File: src/rtl/vfpu_job_sequencer.sv
// vfpu_job_sequencer
// Feeds paired A/B stream elements into the single-issue, non-stallable vfpu pipeline and
// collects its results in a small first-word-fall-through FIFO. Since the vfpu cannot be
// stalled, a credit scheme only issues a pair when the FIFO is guaranteed to have room for
// the result. The operation code is latched at job start and held until done.
//
// Ports:
//   clk_i, rst_ni                        clock, asynchronous active-low reset
//   start_i, len_i, op_i                 job request; len/op sampled with start_i in IDLE
//   busy_o, done_o, flags_o              job status; done_o is a one-cycle pulse,
//                                        flags_o is the sticky OR of vfpu flags for the job
//   a_data_i, a_valid_i, a_ready_o       operand stream A
//   b_data_i, b_valid_i, b_ready_o       operand stream B (consumed together with A)
//   r_data_o, r_valid_o, r_ready_i       result stream
//   vfpu_opa_o, vfpu_opb_o, vfpu_op_o,   issue side of the vfpu
//   vfpu_valid_o
//   vfpu_result_i, vfpu_flags_i,         completion side of the vfpu
//   vfpu_done_i
module vfpu_job_sequencer #(
    parameter int unsigned FP_WIDTH   = 32,
    parameter int unsigned OP_WIDTH   = 2,
    parameter int unsigned FLAG_WIDTH = 5,
    parameter int unsigned LEN_WIDTH  = 16,
    parameter int unsigned FIFO_DEPTH = 4
) (
    input  logic                  clk_i,
    input  logic                  rst_ni,
    input  logic                  start_i,
    input  logic [LEN_WIDTH-1:0]  len_i,
    input  logic [OP_WIDTH-1:0]   op_i,
    output logic                  busy_o,
    output logic                  done_o,
    output logic [FLAG_WIDTH-1:0] flags_o,
    input  logic [FP_WIDTH-1:0]   a_data_i,
    input  logic                  a_valid_i,
    output logic                  a_ready_o,
    input  logic [FP_WIDTH-1:0]   b_data_i,
    input  logic                  b_valid_i,
    output logic                  b_ready_o,
    output logic [FP_WIDTH-1:0]   r_data_o,
    output logic                  r_valid_o,
    input  logic                  r_ready_i,
    output logic [FP_WIDTH-1:0]   vfpu_opa_o,
    output logic [FP_WIDTH-1:0]   vfpu_opb_o,
    output logic [OP_WIDTH-1:0]   vfpu_op_o,
    output logic                  vfpu_valid_o,
    input  logic [FP_WIDTH-1:0]   vfpu_result_i,
    input  logic [FLAG_WIDTH-1:0] vfpu_flags_i,
    input  logic                  vfpu_done_i
);

    localparam int unsigned PTR_WIDTH = $clog2(FIFO_DEPTH);
    localparam int unsigned CNT_WIDTH = PTR_WIDTH + 1;
    localparam int unsigned SUM_WIDTH = CNT_WIDTH + 1;

    typedef enum logic [1:0] {StIdle, StRun, StDrain} seqState_t;

    seqState_t             stateQ;
    logic [LEN_WIDTH-1:0]  lenQ, issuedQ, retiredQ;
    logic [OP_WIDTH-1:0]   opQ;
    logic [FLAG_WIDTH-1:0] flagsQ;
    logic                  doneQ;
    logic [CNT_WIDTH-1:0]  inflightQ, fifoCountQ;
    logic [PTR_WIDTH-1:0]  wrPtrQ, rdPtrQ;
    logic [FP_WIDTH-1:0]   memQ [FIFO_DEPTH];

    logic                 creditOk, issue, resultIn, pop, fifoEmpty, fifoFull;
    logic [SUM_WIDTH-1:0] occupancy;

    // Every pair in flight or parked in the FIFO owns one FIFO slot.
    assign occupancy = {1'b0, inflightQ} + {1'b0, fifoCountQ};
    assign creditOk  = occupancy < SUM_WIDTH'(FIFO_DEPTH);
    assign issue     = (stateQ == StRun) & a_valid_i & b_valid_i & creditOk;
    // A completion with nothing outstanding is spurious and dropped.
    assign resultIn  = vfpu_done_i & (inflightQ != '0);
    assign fifoEmpty = (fifoCountQ == '0);
    assign fifoFull  = (fifoCountQ == CNT_WIDTH'(FIFO_DEPTH));
    assign pop       = ~fifoEmpty & r_ready_i;

    assign busy_o       = (stateQ != StIdle);
    assign done_o       = doneQ;
    assign flags_o      = flagsQ;
    assign vfpu_op_o    = opQ;
    assign a_ready_o    = issue;
    assign b_ready_o    = issue;
    assign vfpu_valid_o = issue;
    assign vfpu_opa_o   = issue ? a_data_i : '0;
    assign vfpu_opb_o   = issue ? b_data_i : '0;
    assign r_valid_o    = ~fifoEmpty;
    assign r_data_o     = fifoEmpty ? '0 : memQ[rdPtrQ];

    always_ff @(posedge clk_i or negedge rst_ni) begin
        if (!rst_ni) begin
            stateQ    <= StIdle;
            lenQ      <= '0;
            issuedQ   <= '0;
            retiredQ  <= '0;
            opQ       <= '0;
            flagsQ    <= '0;
            doneQ     <= 1'b0;
            inflightQ <= '0;
        end else begin
            doneQ <= 1'b0;
            if (issue && !resultIn) begin
                inflightQ <= inflightQ + CNT_WIDTH'(1);
            end else if (!issue && resultIn) begin
                inflightQ <= inflightQ - CNT_WIDTH'(1);
            end
            if (resultIn) begin
                flagsQ <= flagsQ | vfpu_flags_i;
            end
            case (stateQ)
                StIdle: begin
                    if (start_i) begin
                        if (len_i != '0) begin
                            lenQ     <= len_i;
                            opQ      <= op_i;
                            flagsQ   <= '0;
                            issuedQ  <= '0;
                            retiredQ <= '0;
                            stateQ   <= StRun;
                        end else begin
                            doneQ <= 1'b1;
                        end
                    end
                end
                StRun: begin
                    if (issue) begin
                        issuedQ <= issuedQ + LEN_WIDTH'(1);
                        if ((issuedQ + LEN_WIDTH'(1)) == lenQ) begin
                            stateQ <= StDrain;
                        end
                    end
                    if (pop) begin
                        retiredQ <= retiredQ + LEN_WIDTH'(1);
                    end
                end
                StDrain: begin
                    if (pop) begin
                        retiredQ <= retiredQ + LEN_WIDTH'(1);
                        if ((retiredQ + LEN_WIDTH'(1)) == lenQ) begin
                            doneQ  <= 1'b1;
                            stateQ <= StIdle;
                        end
                    end
                end
                default: stateQ <= StIdle;
            endcase
        end
    end

    // Result FIFO: pointers wrap naturally since the depth is a power of two.
    always_ff @(posedge clk_i or negedge rst_ni) begin
        if (!rst_ni) begin
            wrPtrQ     <= '0;
            rdPtrQ     <= '0;
            fifoCountQ <= '0;
            for (int i = 0; i < int'(FIFO_DEPTH); i++) begin
                memQ[i] <= '0;
            end
        end else begin
            if (resultIn) begin
                memQ[wrPtrQ] <= vfpu_result_i;
                wrPtrQ       <= wrPtrQ + PTR_WIDTH'(1);
            end
            if (pop) begin
                rdPtrQ <= rdPtrQ + PTR_WIDTH'(1);
            end
            if (resultIn && !pop) begin
                fifoCountQ <= fifoCountQ + CNT_WIDTH'(1);
            end else if (!resultIn && pop) begin
                fifoCountQ <= fifoCountQ - CNT_WIDTH'(1);
            end
        end
    end

`ifndef SYNTHESIS
    // Credit accounting must make an overflowing push impossible.
    assert property (@(posedge clk_i) disable iff (!rst_ni) !(resultIn && fifoFull && !pop));
`endif

endmodule

File: config.mk
export PLATFORM = sky130hd
export DESIGN_NAME = vfpu_job_sequencer
export DESIGN_NICKNAME = d
export VERILOG_FILES = /design/src/rtl/vfpu_job_sequencer.sv
export SDC_FILE = /design/constraint.sdc
export NUM_CORES = 1
export LEC_CHECK = 0
export BUFFER_PORTS_ARGS = -buffer_cell sky130_fd_sc_hd__clkbuf_2
export CAP_MARGIN = 10
export CORE_MARGIN = 3
export CORE_UTILIZATION = 30
export CTS_CLUSTER_DIAMETER = 30
export DETAILED_ROUTE_END_ITERATION = 8
export GPL_TIMING_DRIVEN = 0
export SYNTH_ARGS = -nofsm -noshare
export SYNTH_HDL_FRONTEND = slang
export SYNTH_SLANG_ARGS = --single-unit
File: constraint.sdc
create_clock -name clk_i -period 3.3 [get_ports clk_i]
set_input_delay 0.33 -clock clk_i [delete_from_list [all_inputs] [get_ports clk_i]]
set_output_delay 0.33 -clock clk_i [all_outputs]
set_load 0.1 [all_outputs]
# Word level (Yosys, flattened, before mapping)
# Index checks and enable logic that the tools add are counted.
# totals
ram_bits	0
n_memories	0
register_bits	196
rom_bits	0
output_inout_bits	109
latchBits	0
# classes
bitwise	9
mul	0
div	0
n_eq_ne	11
mux	35
reduce_logical	22
shifts	0
order_cmp	4
addsub	9
# ops
operator	n
$mux 32	6
$bwmux 128	1
$bmux 32 s2	1
$demux 32 s2	1
$mux 16	4
$pmux 16 s2	2
$add 16x1->16 const B	2
$eq 16x16->1	2
$mux 5	4
$reduce_bool 16->1	1
$mux 2	6
$mux 3	4
$ne 2x2->1 const B	5
$reduce_bool 2->1	5
$reduce_and 4->1	2
$add 3x1->3 const B	2
$ge 3x3->1 const B	2
$not 2->3	2
$pmux 2 s3	1
$reduce_and 6->1	1
$sub 3x1->3 const B	2
$and 1x1->1	5
$logic_and 1x1->1	5
$or 5x5->5	1
16 further kinds	23

# Longest topological paths before layout
# logic_depth
ltp_word	8
mapped_depth	11
ltp_nobuf	10

# Worst setup path before layout
# OpenSTA, ideal clock, no wires.
# synth_timing
kind	register -> register
startpoint	reg inflightQ[1]
endpoint	reg inflightQ[2]
required_time_ps	3221
setup_ps	79
path_stages_with_launch	11
arrival_time_ps	3315
period_less_slack_ps	3394
path_slack_ps	-94
path_cell_list	dfrtp_1 > ha_1 > and3_1 > nor4_2 > clkbuf_1 > ha_1 > inv_1 > fa_1 > xor2_1 > nor2_1 > xor2_1
# synth_between
elab_chain_cells	6
# synth_rtl
element	line_no	text
from (decl)	63	logic [CNT_WIDTH-1:0] inflightQ, fifoCountQ;
from (signal assigned)	105	inflightQ <= inflightQ + CNT_WIDTH'(1);
from (signal assigned)	107	inflightQ <= inflightQ - CNT_WIDTH'(1);
$add 3x3->4 (*)	71	assign occupancy = {1'b0, inflightQ} + {1'b0, fifoCountQ};
$lt 4x3->1 (*)	72	assign creditOk = occupancy < SUM_WIDTH'(FIFO_DEPTH);
$and 1x1->1 (*)	73	assign issue = (stateQ == StRun) & a_valid_i & b_valid_i & creditOk;
named net a_ready_o	36	output logic a_ready_o,
$logic_not 1->1	106	end else if (!issue && resultIn) begin
$logic_and 1x1->1	106	
$reduce_bool 2->1 (no source line)	--	
# Mark *: on every way through the listed nets, which the timed path passes. The rest lies on a longest branch. The select of a mux whose other input is x is not followed.
# A chain may end at the register's enable or synchronous reset.

# Final worst setup path
# layout_timing
startpoint	reg inflightQ[1]
endpoint	out vfpu_opb_o[29]
# layout_between
elab_chain_cells	4
# layout_rtl
element	line_no	text
$add 3x3->4	71	
$lt 4x3->1	72	
$and 1x1->1	73	
$mux 32	88	assign vfpu_opb_o = issue ? b_data_i : '0;
to (decl)	44	output logic [FP_WIDTH-1:0] vfpu_opb_o,
# Every way passes these cells.

==> out/results.tsv <==
metric	value	unit
CP startpoint kind	flip-flop	
pin count of the biggest net entering global routing	101	
IO Count	235	
PwrDens	1090	nW/µm²
RSZ-0062 raised after global routing	no	
initial core utilization	30.6	%
DP Wirelength	20600	µm
vias post-DR	7998	
total buffers and inverters traversed by the critical path	3	
FFs w/ async S/R, synth	100	%
Leak Pwr	5.83	nW
top cells by area, synth	dfrtp_1 46%, mux2_2 16%, mux4_2 6.8%, and2_1 5.9%, xnor2_1 2.6%	
initial antenna violation count	1	
Nets	1296	
Max Cap Viol	0	
GRT Total Usage	14.9	%
commonest non-fill, non-tap cell in the layout	dfrtp_1	
drt pass-1 iters	5	
Final Cell Area	13200	µm²
pre-CTS setup slack	0.0409	ns
fraction of layout cells with a size suffix above 1	41.0	%
Crit path top cell by count	clkbuf_2	
core area	34700	µm²
Seq cells post-synth	196	
n_diodes	0	
WL per Instance	17.5	µm
Crit Path Max Fanout	13	
status	finished clean	
worst hold stages	3	
Slew HR	43.8	%
CP required	2.97	ns
Clk pin slew, worst setup/hold paths	0.08	ns
CTS tree	yes	
Iteration-0 DRC Markers	422	
fin. max-slew vios	0	
Worst setup EP type	output port	
CP Class	flip-flop to output port	
number of remaining DRC errors	0	
syn_nets	1040	
Post-Route Utilization	37.9	%
Fmax	316	MHz
Max clock buf depth	2	
most frequent cells in the layout	196 x dfrtp_1, 189 x clkbuf_2, 147 x mux2_2, 100 x and2_1, 46 x clkbuf_4	
Die H	194	µm
library cells used by synthesis	70	
minimum clock period	3.17	ns
synthesized area	10600	µm²
final number of setup-violating endpoints	0	
Sum Neg Setup Slack	0	ns
post-route ant nets	0	
GP Congestion	0.890	
die area	37700	µm²
CTS Buf Count	17	
fin cells	1623	
clk_lat worst skew	0.44	ns
CP delay by family, top	buffers and inverters	
vias in the first global route	8242	
register area share after synthesis	46.2	%
# clock sinks	196	
Yosys Warn Count	0	
Tcrit/Tclk final	95.9	%
area post-placement	12400	µm²
syn_area_per_cell	11.8	µm²
final worst slack	0.135	ns
area share of the largest cell type after synthesis	46.2	%
area grow syn2layout	24.0	%
minimum hold slack	0.122	ns
Detailed Route WL	28300	µm
first-pass GRT wire length	45400	µm
critical path, cell by cell	ha_1 -> and3_1 -> nor4_4 -> buf_4 -> clkbuf_2 -> and2_1 -> clkbuf_2	
number of synthesized flops with an enable pin	0	
placed insts	1589	
synthesized instance count	899	
Hold/Removal Path Class	input port to flip-flop	
row count	68	
top_reg_cell synth	dfrtp_1	
Fin Clk Skew	0.0151	ns
Slowest-stage cell, CP	clkbuf_2	
drt via density	4.93	
crit-path max cell delay	0.48	ns
Final Hold Viols	0	
H-Tree Depth	4	
GRT overflow	0	
clock root buffer	clkbuf_16	
Worst Max-Slew Pin Slew	0.837	ns
Critical Path AT	2.84	ns
overall power	14.4	mW
critical path depth	7	
maximum vdd drop	1670	µV
worst reg2reg path depth	9	
Die X	194	µm
Yosys top cell by area	dfrtp_1	
Port Buffer Count	234	
## layer usage
metal / up-vias / wire length, µm / global-route usage [%]
li1: 3768 / - / -
met1: 4033 / 13300 / 20.8
met2: 174 / 13700 / 24.4
met3: 21 / 1060 / 2.88
met4: 2 / 264 / 2.87
met5: - / 11 / 0
## cell type report
type                       instances  area [µm²]
sequential                       196        4900
clock inverter                    14         194
timing repair buffer             237        1340
clock buffer                      18         429
tap                              455         569
buffer                            62         274
inverter                          19        71.3
multi-input combinational        622        5390
fill                            3369       21500
## registers in the layout, summed over array words and instances (netlist names)
register / flops
wrPtrQ: 2
vfpu_op_o: 2
inflightQ: 3
memQ: 128
fifoCountQ: 3
retiredQ: 16
done_o: 1
flags_o: 5
rdPtrQ: 2
lenQ: 16
issuedQ: 16
stateQ: 2
## worst min-delay path, delay by kind of cell
family                 cells  cell delay (ns)
AOI/OAI and AO/OA          1             0.05
buffers and inverters      1             0.08
and+or+nand+nor            1             0.08
## synthesized netlist by cell type, types with 19 or more instances
cell      count
and2_1      100
clkbuf_1     34
dfrtp_1     196
inv_1        19
mux2_2      147
mux4_2       32
nand2_1      45
nor2_1       21
o21ai_0      30
xnor2_1      31
## logic make-up after synthesis
logic type,Yosys count,share of synthesized area [%]
and+or+nand+nor,264,14.7
adders and majority gates,15,1.91
xor gates and xnor gates,47,3.88
muxes,180,22.5
AOI/OAI and AO/OA,116,7.67
buffers and inverters,81,3.18
DFF,196,46.2
## power by group
group          total, mW  internal [mW]  switching, mW
Clock               2.23           1.22           1.01
Sequential          3.82           3.33          0.491
Combinational       8.32           2.47           5.85
## worst paths after layout
path	from	endpoint	slack [ns]
hold / removal	vfpu_flags_i[2]	flags_o[2]	0.12
setup / recovery	inflightQ[1]	vfpu_opb_o[29]	0.13
max in group asynchronous	rst_ni	stateQ[1]	1.77
min in group asynchronous	rst_ni	memQ[41]	0.54
hold reg to reg	memQ[28]	memQ[28]	0.50
setup reg to reg	inflightQ[1]	stateQ[0]	0.42
## timing repair
action,4_1_cts,5_1_grt
resized for setup,17,83
setup buffers,1,0
endpoints found under the hold margin,2,0
hold buffers,1,0
pin swaps,1,0
endpoints found under the setup margin,90,67
Power figures use the tool's default switching activity.
